File: config.mk
export PLATFORM = sky130hd
export DESIGN_NAME = msdap_out_serializer
export DESIGN_NICKNAME = d
export VERILOG_FILES = /design/src/rtl/msdap_out_serializer.sv
export SDC_FILE = /design/constraint.sdc
export NUM_CORES = 1
export LEC_CHECK = 0
export CAP_MARGIN = 0
export CORE_MARGIN = 1.5
export CORE_UTILIZATION = 30
export CTS_BUF_LIST = sky130_fd_sc_hd__clkbuf_4
export CTS_CLUSTER_SIZE = 8
export DETAILED_ROUTE_END_ITERATION = 6
export GPL_ROUTABILITY_DRIVEN = 0
export PLACE_DENSITY = 0.57
export SLEW_MARGIN = 20
export SYNTH_ARGS = -nofsm -noshare
export SYNTH_HDL_FRONTEND = slang
export SYNTH_SLANG_ARGS = --single-unit
File: constraint.sdc
create_clock -name sclk -period 5.3 [get_ports sclk]
set_input_delay 1.06 -clock sclk [delete_from_list [all_inputs] [get_ports sclk]]
set_output_delay 1.06 -clock sclk [all_outputs]
set_load 0.01 [all_outputs]
File: src/rtl/msdap_out_serializer.sv
// Per-channel parallel-to-serial output stage: one shifter plus a one-deep holding buffer, words back-to-back.
// Optional sticky overrun flag enabled by defining MSDAP_SER_OVF_FLAG_EN.
module msdap_out_serializer #(
   parameter int DW        = 40,
   parameter int NCH       = 2,
   parameter int MSB_FIRST = 1
) (
   input  logic              sclk,
   input  logic              reset,
   input  logic              load,
   input  logic [NCH*DW-1:0] data_in,
   input  logic [NCH-1:0]    ch_en,
   output logic              ready,
   output logic              outready,
   output logic [NCH-1:0]    sout,
   output logic [NCH-1:0]    wsen,
   output logic              word_end,
   output logic              ovf,
   input  logic              ovf_clr
);

   localparam int CW = (DW > 1) ? $clog2(DW) : 1;
   localparam logic [CW-1:0] LAST = CW'(DW - 1);

   typedef enum logic {IDLE, SHIFT} state_t;

   state_t              state_q, state_d;
   logic [CW-1:0]       cnt_q, cnt_d;
   logic [NCH*DW-1:0]   shreg_q, shreg_d, shifted;
   logic [NCH*DW-1:0]   buf_q, buf_d;
   logic [NCH-1:0]      en_q, en_d, buf_en_q, buf_en_d, cur_bit;
   logic                buf_full_q, buf_full_d;
   logic                accept;

   // Each channel shifts independently; the outgoing bit sits at the word edge chosen by MSB_FIRST.
   always_comb begin
      shifted = '0;
      cur_bit = '0;
      for (int i = 0; i < NCH; i++) begin
         if (MSB_FIRST != 0) begin
            cur_bit[i]          = shreg_q[i*DW + DW - 1];
            shifted[i*DW +: DW] = {shreg_q[i*DW +: DW-1], 1'b0};
         end else begin
            cur_bit[i]          = shreg_q[i*DW];
            shifted[i*DW +: DW] = {1'b0, shreg_q[i*DW + 1 +: DW-1]};
         end
      end
   end

   assign outready = (state_q == SHIFT);
   assign word_end = outready && (cnt_q == LAST);
   assign ready    = ~buf_full_q;
   assign accept   = load & ready;
   assign wsen     = en_q & {NCH{outready}};
   assign sout     = cur_bit & wsen;

   always_comb begin
      state_d    = state_q;
      cnt_d      = cnt_q;
      shreg_d    = shreg_q;
      en_d       = en_q;
      buf_d      = buf_q;
      buf_en_d   = buf_en_q;
      buf_full_d = buf_full_q;
      case (state_q)
         IDLE: begin
            if (accept) begin
               state_d = SHIFT;
               cnt_d   = '0;
               shreg_d = data_in;
               en_d    = ch_en;
            end
         end
         SHIFT: begin
            if (word_end) begin
               // Last bit: refill from buffer first, then from a same-cycle load, else drain.
               cnt_d = '0;
               if (buf_full_q) begin
                  shreg_d    = buf_q;
                  en_d       = buf_en_q;
                  buf_full_d = 1'b0;
               end else if (accept) begin
                  shreg_d = data_in;
                  en_d    = ch_en;
               end else begin
                  state_d = IDLE;
                  en_d    = '0;
               end
            end else begin
               cnt_d   = cnt_q + 1'b1;
               shreg_d = shifted;
               if (accept) begin
                  buf_d      = data_in;
                  buf_en_d   = ch_en;
                  buf_full_d = 1'b1;
               end
            end
         end
         default: state_d = IDLE;
      endcase
   end

   always_ff @(posedge sclk or negedge reset) begin
      if (!reset) begin
         state_q    <= IDLE;
         cnt_q      <= '0;
         shreg_q    <= '0;
         en_q       <= '0;
         buf_q      <= '0;
         buf_en_q   <= '0;
         buf_full_q <= 1'b0;
      end else begin
         state_q    <= state_d;
         cnt_q      <= cnt_d;
         shreg_q    <= shreg_d;
         en_q       <= en_d;
         buf_q      <= buf_d;
         buf_en_q   <= buf_en_d;
         buf_full_q <= buf_full_d;
      end
   end

`ifdef MSDAP_SER_OVF_FLAG_EN
   logic ovf_q;

   // A rejected load sets the flag; setting wins over a simultaneous clear.
   always_ff @(posedge sclk or negedge reset) begin
      if (!reset)
         ovf_q <= 1'b0;
      else if (load && !ready)
         ovf_q <= 1'b1;
      else if (ovf_clr)
         ovf_q <= 1'b0;
   end

   assign ovf = ovf_q;
`else
   assign ovf = ovf_clr & 1'b0;
`endif

endmodule

---- After elaboration in Yosys (flattened, before gate mapping) ----
Cells that the tools add are included.
storage, ports and cells
  bits of input ports ..................... 86
  bits in read-only memories .............. 0
  memories ................................ 0
  memory bits (writable) .................. 0
  register bits ........................... 172
  word-level logic and storage cells ...... 40
  bits in latches ......................... 0
operators by class
  shift operators ......................... 0
  multiplexer cells ....................... 18
  reductions and logical operators ........ 5
  multipliers ............................. 0
  add/subtract/negate cells ............... 1
  equal/unequal tests ..................... 3
  divide/modulo/power cells ............... 0
  bitwise gates (word level) .............. 6
  $lt $le $gt $ge ......................... 0
operator list
  kind                   count
  $mux W80               3
  $pmux W80 S2           1
  $mux W6                2
  $pmux W6 S2            1
  $mux W2                4
  $add A6 B1 Y6 const B  1
  $eq A6 B6 Y1 const B   1
  $mux W1                5
  $and A2 B2 Y2          2
  $ne A2 B2 Y1 const B   2
  $pmux W2 S2            1
  $reduce_and A2 Y1      2
  $not A1 Y1             3
  $reduce_and A3 Y1      1
  $pmux W1 S2            1
  $reduce_bool A2 Y1     1
  $and A1 B1 Y1          1
  $logic_and A1 B1 Y1    1

---- Depth between registers and ports, before layout ----
Gate-level depths: netlist of run 1.
  depth after elaboration ................. 6
  depth in mapped cells ................... 8

---- Worst setup path before layout of run 1 ----
OpenSTA, ideal clock, no wires.
  path type ............................... flip-flop to output port
  start ................................... register cnt_q[0]
  end ..................................... output port word_end
  path slack .............................. 2.911 ns
  arrival time ............................ 1.329 ns
  stages on the path, launching flop included .. 7
  path through ............................ dfrtp_1 -> ha_1 -> nand4b_1 -> or2_1 -> inv_2 -> buf_4 -> buf_2
on the way
  cells in the longest elaborated chain, start to end .. 2
ends and longest elaborated chain
  what                      RTL line  RTL
  start: declaration        28        logic [CW-1:0] cnt_q, cnt_d;
  start signal: assignment  114       cnt_q <= cnt_d;
  $eq A6 B6 Y1              51        assign word_end = outready && (cnt_q == LAST);
  $logic_and A1 B1 Y1       51
  end: declaration          17        output logic word_end,
Every way passes these cells.

---- Worst setup path in the final report of run 1 ----
  start ................................... register state_q, in the netlist outready
  end ..................................... output port word_end
on the way
  cells in the longest elaborated chain, start to end .. 1
ends and longest elaborated chain
  what                      RTL line  RTL
  start: declaration        27        state_t state_q, state_d;
  start signal: assignment  113       state_q <= state_d;
  $logic_and A1 B1 Y1       51
Every way passes these cells.

==> flow_summary.yaml, run 1 <==
yosys:
  ys.warnings.count: 0
  synth_cell_type_count: 36
  synth_compound_area_frac: 0.178
  synth_top_cell_by_area: "dfrtp_1"
  synthTopCellsByArea: "dfrtp_1 (45%), mux2_4 (11%), nand2_1 (9.3%)"
  synthAdderAreaFrac: 0.00130
  synth_xor_area_frac: 0.000911
  synth_top_area_share: 0.448
  syn-instance-count: 946
  synth_seq_cells: 172
  yosysSeqAreaShare: 0.448
  synth_nets: 1033
  syn_area_sq_um: 9620
  synthMuxAreaShare: 0.211
  avgSynthCellArea_sq_um: 10.2
  synth_top_family_by_area: "multiplexers"
  yosys.area_share.simple: 0.106
floorplan:
  die-area_sq_um: 33100
  core.rowCount: 65
  coreArea_sq_um: 31600
  io_pins: 94
  fp.dieW_um: 182
  dieHeight_um: 182
  start_util: 0.305
pwr:
  p_total_w: 0.00273
  p_sw_w: 0.000781
  leakagePower_nw: 4.78
  switching_share: 0.286
  clockPowerShare: 0.285
  peakVddDrop_mv: 0.102
  p_int_w: 0.00195
  comb_power_share: 0.179
  p_per_area_nw_per_um2: 251
  p_seq_frac: 0.535
sta:
  report.final.slew_viol_count: 0
  worstMarginPinSlew_ns: 1.06
  rsz0062_at_grt: "no"
  finClkSkew_ns: 0.0317
  slew_headroom: 0.292
  finalSetupTns_ns: 0
  post-route-min-period_ns: 4.25
  postLayoutSetupSlackWorst_ns: 1.05
  finalHoldViolCount: 0
  setup_viol: 0
  finalCritPeriodShare: 0.801
  fmax_ghz: 0.235
setup_path:
  cp_max_fo: 53
  cp_cell_sequence: "nand2b_1 > or2_1 > inv_2 > clkdlybuf4s50_1"
  cp_num_buf_inv: 2
  critical_path.endpoint_type: "output port"
  worstSetupPathType: "register to output port"
  path_delay_family: "buffers and inverters"
  worstSetupStartpointType: "register"
  crit_path_top_delay_cell: "dfrtp_4"
  slowest_delay_ns: 0.88
  crit_arrival_ns: 3.19
  worstPathRequired_ns: 4.24
clock_tree:
  cts_max_level: 4
  cts-root-buf: "clkbuf_4"
  cts_sinks: 172
  clk_path_buf_depth: 2
  clk_pin_slew_ns: 0.15
  numCtsBuffers: 17
  post_cts_buffers: 0
  cts_resized: 0
  clock_latency_ns: 0.58
  tritoncts: "done"
  cts_hold_buf: 0
status:
  status: "complete, no violations"
global_route:
  grt_max_degree: 89
  grt_first_pass_wirelength_um: 40800
  grt_antenna_before_repair: 3
  globalRouteTotalUtil: 0.154
  gr-total-overflow: 0
  grt_pass1_vias: 7536
final_layout:
  design_area_sq_um: 10900
  fin_util: 0.346
  nFillCells: 3225
  drive_above_1_share: 0.132
  nNetsFinal: 1068
  area_growth_pct: 13.4
place:
  dp_hpwl_um: 13400
  numPortBuffers: 91
  pre_cts_slack_ns: 1.70
  place_area_sq_um: 10600
detailed_routing:
  vias_per_cell: 5.25
  drt_wl_total_um: 24600
  wl_per_cell_um: 17.6
  ant_nets: 0
  dr.first_iter.drc_count: 564
  drc: 0
  vias: 7334
  dr.pass1.iters: 5
worst_hold_path:
  hold_class: "register to register"
flow_run:
  drv_cap: 0
[logic make-up (layout without fill, tap and decap cells)]
family	count (synthesis)	count (layout)
multiplexers	166	166
buffers and inverters	88	134
adder cells (fa/ha/maj)	1	1
AND/OR/NAND/NOR	259	259
AO/OA/AOI/OAI	258	258
XOR/XNOR	1	1
other	1	3
flip-flops	172	172
[power groups by stage]
stage | logic (W) | registers (W) | clock network (W)
2_1_floorplan | 0.000345 | 0.00147 | 0
3_3_place_gp | 0.000490 | 0.00149 | 0
3_5_place_dp | 0.000497 | 0.00149 | 0
4_1_cts | 0.000499 | 0.00146 | 0.000818
5_1_grt | 0.000546 | 0.00148 | 0.000869
6_report | 0.000490 | 0.00146 | 0.000780
[cells in the mapped netlist, drive strengths merged]
cell type / count
or2: 1
mux2: 84
a221o: 78
and3: 2
a21oi: 81
dfrtp: 172
nand4b: 1
inv: 4
o21ai: 88
buf: 56
xor2: 1
and2: 4
clkbuf: 28
nand3: 3
nand2: 240
nand2b: 2
o31ai: 1
nor4b: 1
nor2b: 1
nor2: 4
a31oi: 4
a222oi: 2
o21a: 1
ha: 1
conb: 1
mux2i: 82
o22ai: 2
a22o: 1
[placed cells by master (no fill, tap or decap), drive strengths merged, types with 3 or more instances in the layout]
| cell type | count |
|---|---|
| clkdlybuf4s50 | 89 |
| nand2 | 240 |
| dfrtp | 172 |
| a31oi | 4 |
| and2 | 4 |
| o21ai | 88 |
| mux2 | 84 |
| nand3 | 3 |
| a221o | 78 |
| a21oi | 81 |
| clkbuf | 17 |
| mux2i | 82 |
| buf | 11 |
| nor2 | 4 |
| inv | 7 |
| clkinv | 7 |
[routing by layer]
metal / vias to the layer above / GRT usage / share of wire
li1: 3461 / - / -
met1: 3711 / 0.207 / 0.48
met2: 146 / 0.254 / 0.47
met3: 14 / 0.0331 / 0.040
met4: 2 / 0.0347 / 0.0072
met5: - / 0 / 0.00053
[final timing paths]
kind	end	depth (start not counted)	slack (ns)	start
min in group asynchronous	buf_q[47]	1	0.54	reset
worst max register to register	en_q[0]	6	1.97	outready
worst max-delay path	word_end	4	1.05	outready
worst min-delay path	buf_q[63]	1	0.52	buf_q[63]
worst min register to register	buf_q[63]	1	0.52	buf_q[63]
max in group asynchronous	buf_q[23]	2	3.77	reset
[area by class of cell]
type | instances | area, sq um | area share
multi-input combinational | 686 | 4810 | 0.441
sequential | 172 | 4310 | 0.395
timing repair buffer | 100 | 990 | 0.0908
tap | 402 | 503 | 0.0461
clock inverter | 13 | 143 | 0.0131
clock buffer | 17 | 128 | 0.0117
inverter | 4 | 15.0 | 0.00138
antenna | 2 | 5.00 | 0.000459
[through the flow]
stage | std cells | hold slack [ns]
2_1_floorplan | 946 | 0.480
4_1_cts | 1394 | 0.519
3_3_place_gp | 1364 | 0.488
3_5_place_dp | 1364 | 0.492
5_1_grt | 1395 | 0.536
6_report | 1396 | 0.525
[state kept, by name, indices dropped and copies added (netlist names)]
register,flops
buf_q,80
shreg_q,80
cnt_q,6
buf_en_q,2
en_q,2
buf_full_q,1
outready,1
(Power assumes the default switching activity.)
==> inputs of run 2 (changes only) <==
- clock period: 5.3 -> 4.15 ns (I/O delays scaled with it)
==> run 2 against run 1 <==
Net effect: combinational power grew 27%; critical path depth shrank 1; die area is the same; core utilization grew 0.23 points; final area grew 0.65%; sequential share of layout area shrank 0.26 points; clock power grew 36%; critical endpoint is now sout[1]; largest cell class unchanged.
==> flow_summary.yaml, run 2 (same netlist as run 1, synthesis figures left out) <==
setup_path:
  r2r_setup_slack_ns: 1.41
  r2r-end: "cnt_q[3]"
  cp_max_fo: 37
  worstSetupStartpointType: "register"
  r2r_cells: 5
  reg2reg_from: "buf_full_q"
  cp_cell_sequence: "buf_4 > and3_1 > clkdlybuf4s50_1"
  worstSetupPathType: "register to output port"
  crit_path_top_delay_cell: "dfrtp_4"
  critical_path.endpoint_type: "output port"
  slowest_delay_ns: 0.62
  worstPathRequired_ns: 3.32
  crit_start: "outready"
  crit_arrival_ns: 2.46
detailed_routing:
  vias_per_cell: 5.27
  wl_per_cell_um: 17.9
  dr.pass1.iters: 5
  dr.first_iter.drc_count: 511
  vias: 7400
  drt_wl_total_um: 25200
  drc: 0
  ant_nets: 0
clock_tree:
  clk_pin_slew_ns: 0.17
  cts_hold_buf: 0
  tritoncts: "done"
  numCtsBuffers: 17
  cts_sinks: 172
  clk_path_buf_depth: 2
  cts_resized: 0
  post_cts_buffers: 0
  cts_max_level: 4
  clock_latency_ns: 0.59
  cts-root-buf: "clkbuf_4"
pwr:
  p_int_w: 0.00247
  comb_power_share: 0.174
  leakagePower_nw: 4.81
  peakVddDrop_mv: 0.186
  switching_share: 0.306
  p_seq_frac: 0.527
  p_sw_w: 0.00109
  clockPowerShare: 0.298
  p_per_area_nw_per_um2: 325
sta:
  post-route-min-period_ns: 3.29
  rsz0062_at_grt: "no"
  fmax_ghz: 0.304
  setup_viol: 0
  finalSetupTns_ns: 0
  finClkSkew_ns: 0.0375
  worstMarginPinSlew_ns: 1.07
  finalCritPeriodShare: 0.792
  report.final.slew_viol_count: 0
  slew_headroom: 0.284
  finalHoldViolCount: 0
status:
  status: "complete, no violations"
final_layout:
  multi_input_area_sq_um: 4810
  fin_util: 0.348
  largestRegisters: "buf_q (80), shreg_q (80), cnt_q (6)"
  area_growth_pct: 14.1
  drive_above_1_share: 0.139
  mostFrequentLayoutCell: "nand2_1"
  seqCellArea_sq_um: 4310
  nFillCells: 3173
  mostFrequentLayoutCells: "nand2_1 (239), dfrtp_1 (170), clkdlybuf4s50_1 (89)"
  nNetsFinal: 1073
floorplan:
  fp.dieW_um: 182
  start_util: 0.305
  die-area_sq_um: 33100
  dieHeight_um: 182
  core.rowCount: 65
  coreArea_sq_um: 31600
  io_pins: 94
flow_run:
  drv_cap: 0
global_route:
  grtUsageMet1: 0.217
  gr-usage-met3: 0.0313
  grt_antenna_before_repair: 1
  globalRouteTotalUtil: 0.157
  grt_use_met2: 0.252
  grt_max_degree: 87
  grt_pass1_vias: 7535
  grt_busiest_layer: "met2"
  grt_first_pass_wirelength_um: 41600
  gr-total-overflow: 0
worst_hold_path:
  hold_class: "input pin to async pin"
place:
  dp_hpwl_um: 13800
  numPortBuffers: 91
run 2: changes by cell type in the layout (fill, tap and decap cells not counted):
cell	previous run	this run
clkinv_8	0	2
bufinv_16	2	1
inv_8	0	4
clkinv_2	2	0
clkinv_1	1	0
buf_4	9	14
run 2: power by group through the flow:
stage	registers, W	clock network, W	logic, W
after floorplan	0.00188	0	0.000440
after global placement	0.00191	0	0.000619
after detailed placement	0.00191	0	0.000631
after CTS	0.00188	0.00112	0.000632
after global routing	0.00190	0.00118	0.000689
final	0.00188	0.00106	0.000622
run 2: worst max-delay path: cells and delay by family, from the launching register on:
kind	cells	cell delay [ns]
buf+inv	2	1.00
flops	1	0.62
simple gates	1	0.25
run 2: through the flow:
stage          worst slack, ns  total power [W]  hold slack, ns  cells  area [sq um]
5_1_grt                  0.698          0.00377           0.213   1403         11000
3_3_place_gp              1.41          0.00253           0.488   1369         10700
2_1_floorplan             1.99          0.00232           0.480    946          9620
3_5_place_dp              1.38          0.00254           0.492   1369         10700
4_1_cts                  0.739          0.00363           0.204   1401         11000
6_report                 0.864          0.00357           0.244   1403         11000
run 2: worst max path at each step:
stage                           to  cells after the start
after floorplan           word_end                      6
after global placement    cnt_q[4]                      6
after detailed placement  cnt_q[3]                      6
final                      sout[1]                      3
after global routing       sout[1]                      3
after CTS                  sout[1]                      3
run 2: layout make-up:
cell class / instances / area share
repair buffers: 105 / 0.0936
clock buffers: 17 / 0.0116
diodes: 2 / 0.000456
multi-input cells: 686 / 0.438
clock inverters: 15 / 0.0161
well taps: 402 / 0.0458
inverters: 4 / 0.00137
flip-flops and latches: 172 / 0.393
run 2: per-layer routing:
layer / wire length (um) / share of wire
met5: 0 / 0
met4: 251 / 0.010
met3: 955 / 0.038
met2: 11800 / 0.47
met1: 12100 / 0.48
==> inputs of run 3 (changes only) <==
- PLACE_DENSITY: 0.57 -> 0.59
- clock period: 4.15 -> 2.8 ns (I/O delays scaled with it)
==> run 3 against run 2 <==
Net effect: sequential cell count stayed put; critical endpoint unchanged; worst hold slack better by 0.26 ns; final cell count is 0.78% higher; global-route usage is 0.35 points lower; clock power is 29% higher; core utilization is 0.41 points higher; die area stayed put; largest cell class unchanged; power is 43% higher.
==> flow_summary.yaml, run 3 (same netlist as run 1, synthesis figures left out) <==
setup_path:
  slowest_delay_ns: 0.55
  worstSetupPathType: "register to output port"
  worstSetupStartpointType: "register"
  cp_max_fo: 21
  critical_path.endpoint_type: "output port"
  r2r_cells: 7
  crit_arrival_ns: 2.10
  cp_cell_sequence: "buf_4 > and3_1 > clkdlybuf4s50_1"
  reg2reg_from: "cnt_q[0]"
  r2r-end: "shreg_q[62]"
  worstPathRequired_ns: 2.24
  r2r_setup_slack_ns: 0.47
  crit_path_top_delay_cell: "clkdlybuf4s50_1"
floorplan:
  start_util: 0.305
  die-area_sq_um: 33100
  dieHeight_um: 182
  core.rowCount: 65
  io_pins: 94
  coreArea_sq_um: 31600
  fp.dieW_um: 182
global_route:
  grt_first_pass_wirelength_um: 40500
  grt_max_degree: 92
  grt_antenna_before_repair: 0
  grt_use_met2: 0.249
  gr-usage-met3: 0.0303
  grt_pass1_vias: 7558
  grtUsageMet1: 0.208
  grt_busiest_layer: "met2"
  globalRouteTotalUtil: 0.154
  gr-total-overflow: 0
clock_tree:
  clk_pin_slew_ns: 0.16
  cts-root-buf: "clkbuf_4"
  tritoncts: "done"
  cts_max_level: 4
  cts_sinks: 172
  clk_path_buf_depth: 2
  clock_latency_ns: 0.60
  numCtsBuffers: 17
sta:
  finalSetupTns_ns: 0
  worstMarginPinSlew_ns: 1.01
  finClkSkew_ns: 0.0301
  setup_viol: 0
  report.final.slew_viol_count: 0
  slew_headroom: 0.330
  finalCritPeriodShare: 0.951
  post-route-min-period_ns: 2.66
  finalHoldViolCount: 0
  rsz0062_at_grt: "no"
  fmax_ghz: 0.376
  postLayoutSetupSlackWorst_ns: 0.137
final_layout:
  mostFrequentLayoutCells: "nand2_1 (239), dfrtp_1 (170), o21ai_0 (88), clkdlybuf4s50_1 (88), mux2i_1 (82)"
  mostFrequentLayoutCell: "nand2_1"
  nNetsFinal: 1086
  diodes: 0
  area_growth_pct: 15.5
  largestRegisters: "buf_q (80), shreg_q (80), cnt_q (6)"
  drive_above_1_share: 0.150
detailed_routing:
  wl_per_cell_um: 17.8
  drc: 0
  vias_per_cell: 5.24
  drt_wl_total_um: 25100
  dr.first_iter.drc_count: 466
  ant_nets: 0
  dr.pass1.iters: 5
  vias: 7414
pwr:
  leakagePower_nw: 4.88
  p_per_area_nw_per_um2: 459
  peakVddDrop_mv: 0.252
place:
  dp_hpwl_um: 14800
  pre_cts_slack_ns: 0.442
  numPortBuffers: 91
flow_run:
  drv_cap: 0
status:
  status: "complete, no violations"
worst_hold_path:
  hold_class: "input pin to async pin"
==> run 3: final cells by class <==
| type | count | area, sq um |
|---|---|---|
| fill | 3202 | 20500 |
| clock inverter | 14 | 113 |
| timing repair buffer | 118 | 1210 |
| multi-input combinational | 686 | 4810 |
| sequential | 172 | 4310 |
| clock buffer | 18 | 135 |
| inverter | 4 | 15.0 |
| tap | 402 | 503 |
==> run 3: power breakdown <==
| part | switching (W) | internal (W) |
|---|---|---|
| logic | 0.000438 | 0.000526 |
| registers | 0.000103 | 0.00266 |
| clock network | 0.000991 | 0.000380 |
==> run 3: worst max path at each step <==
stage                        start           to  slack, ns  cells past startpoint
after CTS                 outready      sout[1]       0.06                      3
after global placement    cnt_q[0]  shreg_q[78]       0.51                      7
after detailed placement  cnt_q[0]  shreg_q[78]       0.44                      7
after floorplan           cnt_q[0]     word_end       0.91                      6
after global routing      outready      sout[1]       0.03                      3
final                     outready      sout[1]       0.14                      3
==> run 3: timing repair <==
item | CTS | global route
buffers inserted | 0 | 0
hold endpoints to repair | 61 | 0
hold buffers | 1 | 0
setup endpoints to repair | 1 | 0
gates resized for setup | 3 | 0
==> run 3: worst max-delay path: cells and delay by family, from the launching register on <==
kind                   cells  cell delay [ns]
buffers and inverters      2             0.82
flip-flops                 1             0.47
AND/OR/NAND/NOR            1             0.24
==> run 3: stage by stage <==
step	cells	utilization	area [sq um]	hold WS (ns)	total power (W)
2_1_floorplan	946	-	9620	0.264	0.00343
3_3_place_gp	1381	0.344	10800	0.488	0.00376
3_5_place_dp	1381	0.344	10800	0.492	0.00378
4_1_cts	1414	0.352	11100	0.507	0.00519
5_1_grt	1414	0.352	11100	0.525	0.00540
6_report	1414	0.352	11100	0.503	0.00510
==> run 3: layer usage <==
layer,up-vias,share of wire
met3,18,0.046
met1,3718,0.48
met2,178,0.47
met4,0,0.012
li1,3500,-
met5,-,0
